$ cat src/rtl/led_flasher_multi.sv
// Multi-channel LED flasher: per channel off / steady / continuous flash / counted burst.
// LED_out and busy are decoded from registered state, one cycle after the enable is sampled.
// No backpressure; each channel follows its own enable and aborts to IDLE when it drops.
module led_flasher_multi #(
  parameter int NUM_CH      = 4,
  parameter int CNT_W       = 16,
  parameter int HIGH_PERIOD = 600,
  parameter int LOW_PERIOD  = 600,
  parameter int BURST_W     = 4
) (
  input  logic                       clk,
  input  logic                       rst,
  input  logic [NUM_CH-1:0]          LED_flash,
  input  logic [2*NUM_CH-1:0]        mode,
  input  logic [BURST_W*NUM_CH-1:0]  burst_len,
  output logic [NUM_CH-1:0]          LED_out,
  output logic [NUM_CH-1:0]          busy
);

  typedef enum logic [1:0] {S_IDLE, S_ON, S_OFF, S_DONE} state_t;

  localparam logic [1:0] MODE_OFF    = 2'b00;
  localparam logic [1:0] MODE_STEADY = 2'b01;
  localparam logic [1:0] MODE_BURST  = 2'b11;

  // Terminal counts are compared at counter width; the counter stops at them so never wraps.
  localparam logic [CNT_W-1:0] HI_TC = CNT_W'(HIGH_PERIOD);
  localparam logic [CNT_W-1:0] LO_TC = CNT_W'(LOW_PERIOD);

  genvar g;
  generate
    for (g = 0; g < NUM_CH; g++) begin : g_ch
      state_t               state_q, state_d;
      logic [CNT_W-1:0]     cnt_q, cnt_d;
      logic [BURST_W-1:0]   pulse_q, pulse_d;
      logic [BURST_W-1:0]   blen_q, blen_d;
      logic [1:0]           mode_q, mode_d;
      logic [BURST_W-1:0]   pulse_inc;
      logic                 en;
      logic [1:0]           mode_in;
      logic [BURST_W-1:0]   blen_in;
      logic                 led_c, busy_c;

      assign en      = LED_flash[g];
      assign mode_in = mode[2*g +: 2];
      assign blen_in = burst_len[BURST_W*g +: BURST_W];

      // State, counters and latched activation fields; reset clears everything at once.
      always_ff @(posedge clk or posedge rst) begin
        if (rst) begin
          state_q <= S_IDLE;
          cnt_q   <= '0;
          pulse_q <= '0;
          blen_q  <= '0;
          mode_q  <= MODE_OFF;
        end else begin
          state_q <= state_d;
          cnt_q   <= cnt_d;
          pulse_q <= pulse_d;
          blen_q  <= blen_d;
          mode_q  <= mode_d;
        end
      end

      // Next-state: enable low always wins, then phase terminal counts per latched mode.
      always_comb begin
        state_d   = state_q;
        cnt_d     = cnt_q;
        pulse_d   = pulse_q;
        blen_d    = blen_q;
        mode_d    = mode_q;
        pulse_inc = pulse_q + BURST_W'(1);
        case (state_q)
          S_IDLE: begin
            cnt_d   = '0;
            pulse_d = '0;
            if (en && (mode_in != MODE_OFF)) begin
              state_d = S_ON;
              mode_d  = mode_in;
              // A zero burst length behaves as a single pulse.
              blen_d  = (blen_in == '0) ? BURST_W'(1) : blen_in;
            end
          end
          S_ON: begin
            if (!en) begin
              state_d = S_IDLE;
              cnt_d   = '0;
              pulse_d = '0;
            end else if (mode_q == MODE_STEADY) begin
              cnt_d = '0;
            end else if (cnt_q == HI_TC) begin
              cnt_d = '0;
              if (mode_q == MODE_BURST) begin
                pulse_d = pulse_inc;
                state_d = (pulse_inc == blen_q) ? S_DONE : S_OFF;
              end else begin
                state_d = S_OFF;
              end
            end else begin
              cnt_d = cnt_q + CNT_W'(1);
            end
          end
          S_OFF: begin
            if (!en) begin
              state_d = S_IDLE;
              cnt_d   = '0;
              pulse_d = '0;
            end else if (cnt_q == LO_TC) begin
              state_d = S_ON;
              cnt_d   = '0;
            end else begin
              cnt_d = cnt_q + CNT_W'(1);
            end
          end
          S_DONE: begin
            // Burst finished: park until the enable is released so a restart needs a new edge.
            cnt_d = '0;
            if (!en) begin
              state_d = S_IDLE;
              pulse_d = '0;
            end
          end
          default: begin
            state_d = S_IDLE;
            cnt_d   = '0;
            pulse_d = '0;
          end
        endcase
      end

      // Outputs decoded purely from registered state; steady never enters OFF.
      always_comb begin
        led_c  = (state_q == S_ON);
        busy_c = (state_q == S_ON) || (state_q == S_OFF);
      end

      assign LED_out[g] = led_c;
      assign busy[g]    = busy_c;
    end
  endgenerate

endmodule

$ cat config.mk
export PLATFORM = sky130hd
export DESIGN_NAME = led_flasher_multi
export DESIGN_NICKNAME = d
export VERILOG_FILES = /design/src/rtl/led_flasher_multi.sv
export SDC_FILE = /design/constraint.sdc
export NUM_CORES = 1
export LEC_CHECK = 0
export CORE_MARGIN = 8
export CORE_UTILIZATION = 40
export DETAILED_ROUTE_END_ITERATION = 10
export HOLD_SLACK_MARGIN = 0.1
export PLACE_DENSITY_LB_ADDON = 0.05
export SKIP_LAST_GASP = 1
export SYNTH_ARGS = -nofsm -noshare
export SYNTH_HDL_FRONTEND = slang
export SYNTH_SLANG_ARGS = --single-unit
$ cat constraint.sdc
create_clock -name clk -period 6.1 [get_ports clk]
set_clock_uncertainty 0.05 [all_clocks]
set_input_delay 1.83 -clock clk [delete_from_list [all_inputs] [get_ports clk]]
set_output_delay 1.83 -clock clk [all_outputs]
set_load 0.1 [all_outputs]
==> out/qor.txt <==
Outcome: completed
Worst reg2reg startpoint: g_ch[0].cnt_q[0]$_DFF_PP0_
PortBufs: 37
Global routing's busiest layer: met2
First-pass GRT wire length: 20150 um
Relative slew margins: 0.3458
Die area: 19260 um2
FF+latch count, synth: 112
Final setup fails: 0
Sequential share of the synthesized area: 0.4647
DIE WIDTH: 138.8 um
Detailed Route Iter0 Violations: 218
GR Util All Layers: 0.1242
Site row count: 45
EDFF count, synth: 0
Post-Syn Nets: 654
DR DRC count: 0
Hold Crit Depth: 1
Synth warnings: 0
Reg-to-Reg End: g_ch[0].pulse_q[2]$_DFFE_PP0P_
Met1 GRT Util: 0.1578
Worst Max-Slew Pin Slew: 978.2 ps
Max Buffers Root-to-Sink: 2
Min-Delay Path Class: flop to flop
TNS Setup: 0 ps
R2R cell count: 7
RSZ-0062 raised after global routing: no
Setup crit start kind: flop
Layout area overhead: 13.98%
Crit end category: output pin
Crit-path max FO: 9
Final period utilization: 0.6996
Fmax: 0.2343 GHz
Final wirelength: 11410 um
IO Pins: 38
CP required: 4220 ps
Cells after DPL: 809
Arrival time worst endpoint: 2390 ps
Detail Route Antenna Nets: 0
Clock transition at path regs: 70 ps
Initial antenna violation count: 0
Worst IR drop on VDD: 0.1961 mV
Type of the worst setup path: flop to output pin
Detail-routed via count per cell: 5.248
Worst skew pair latency: 350 ps
Global Route met3 Usage: 0.02857
CTS tree: built
Drt pass-1 iters: 4
H-tree depth: 3
Worst hold start: g_ch[0].cnt_q[0]$_DFF_PP0_
Detailed-placement wirelength estimate: 8278 um
Post-synth top flop: dfrtp_1
Fin crit period: 4268 ps
Post-synth cell types: 59
R2R Setup Slk: 3850 ps
Leak: 2.920 nW
Remaining Overflow, GRT: 0
# Post-CTS Setup Buffers: 0
Placer congestion estimate: 0.7860
Fin. Hold Viols: 0
Maximum Capacitance Violations: 0
Starting Density: 0.4027
CTS Buf Count: 9
Die span in y: 138.8 um
Core Area: 14980 um2
Pins Over Slew Limit: 0
Hold_buf cts: 0
Vias in the first global route: 4311
PwrDens: 369.6 nW/um2
Post-CTS Resized: 0
Largest net degree at the start of global routing: 40
Synth Area per Inst: 10.12 um2
Vias: 4324
Mapped cell area: 6031 um2
Clock Root Buffer: clkbuf_16
WL per Instance: 13.85 um
Diode count: 0
Ratio of cells with drive above 1 in the final layout: 0.08648
Nets: 690
WHS Endpoint: g_ch[0].cnt_q[0]$_DFF_PP0_
Met2 Usage GRT: 0.1995
Synth Instances: 596
Clock Sinks: 112
Fraction of registers with async set/reset: 1.000
Final non-filler cell total: 824
## through the flow
stage	area, um2	hold WS [ps]	setup slack, ps	util	total power, mW
3_5_place_dp	6586	424.0	2201	0.4398	1.984
2_1_floorplan	6031	396.2	1261	-	1.783
3_3_place_gp	6586	418.5	2222	0.4398	1.966
5_1_grt	6874	449.2	1727	0.4590	2.711
6_report	6874	429.6	1832	0.4590	2.541
4_1_cts	6874	432.9	1811	0.4590	2.581
## metal layers
metal,routed length (um),up-vias
met5,0,-
met4,216,0
met3,428,14
met2,5198,65
met1,5567,2080
li1,-,2165
## layout by cell type (no fill, tap or decap), drive strengths merged, types with 8 or more instances in the layout
cell / n
nand2: 36
xnor2: 30
nor2: 75
o21ai: 22
and2: 8
and3: 14
nor3: 10
a21oi: 12
clkbuf: 11
dfrtp: 112
clkdlybuf4s50: 37
inv: 28
xor2: 44
ha: 28
nand4: 19
nand3: 30
nor4: 8
mux2: 24
## cell usage after synthesis (all sizes together), types with 5 or more instances
cell type	instances	area [um2]
nand2	36	135.1
ha	28	350.3
inv	28	105.1
xor2	44	385.4
and3	14	87.58
nor3	10	50.05
a21oi	12	60.06
nand4	19	125.1
o21ai	22	110.1
mux2	24	270.3
o211ai	5	37.54
nand3	30	150.1
nor4	8	56.30
nor2	75	281.5
clkbuf	10	37.54
buf	8	60.06
dfrtp	112	2803
xnor2	30	262.8
nor4b	6	73.81
or3	6	37.54
and2	8	50.05
## registers in the layout (all words and copies together) (netlist names)
register      cells
g_ch.blen_q      16
g_ch.state_q      8
g_ch.mode_q       8
g_ch.pulse_q     16
g_ch.cnt_q       64
## final cells by class
class	count	area (um2)
clock inverter	4	45.04
multi-input combinational	438	3025
tap	188	235.2
fill	1448	8103
inverter	28	107.6
sequential	112	2803
timing repair buffer	43	415.4
clock buffer	11	242.7
## where the power goes
part	switching, mW	internal (mW)
Clock	0.256	0.326
Combinational	0.613	0.366
Sequential	0.109	0.871
## logic make-up (layout without fill, tap and decap cells)
kind of cell / Yosys count / in the layout / share of synthesized area
AOI/OAI and AO/OA: 77 / 77 / 0.08631
muxes: 26 / 26 / 0.04813
DFF: 112 / 112 / 0.4647
xor gates and xnor gates: 74 / 74 / 0.1075
and+or+nand+nor: 233 / 233 / 0.2017
buffers and inverters: 46 / 86 / 0.03361
adders and majority gates: 28 / 28 / 0.05809
## worst max-delay path, stage by stage, from the launching register on
cell,delay (ps)
dfrtp_1,410
inv_1,110
ha_1,330
clkdlybuf4s50_1,1190
## how the worst max path moves through the flow
stage          slack [ps]  cells past startpoint                             to                           start
6_report             1830                      3                     LED_out[3]  g_ch[3].state_q[1]$_DFFE_PP0P_
5_1_grt              1730                      3                     LED_out[3]  g_ch[3].state_q[1]$_DFFE_PP0P_
4_1_cts              1810                      3                     LED_out[3]  g_ch[3].state_q[1]$_DFFE_PP0P_
3_5_place_dp         2200                      3                     LED_out[3]  g_ch[3].state_q[1]$_DFFE_PP0P_
3_3_place_gp         2220                      3                     LED_out[3]  g_ch[3].state_q[1]$_DFFE_PP0P_
2_1_floorplan        1260                      1  g_ch[0].blen_q[0]$_DFFE_PP0P_                             rst
(Power assumes the default switching activity.)
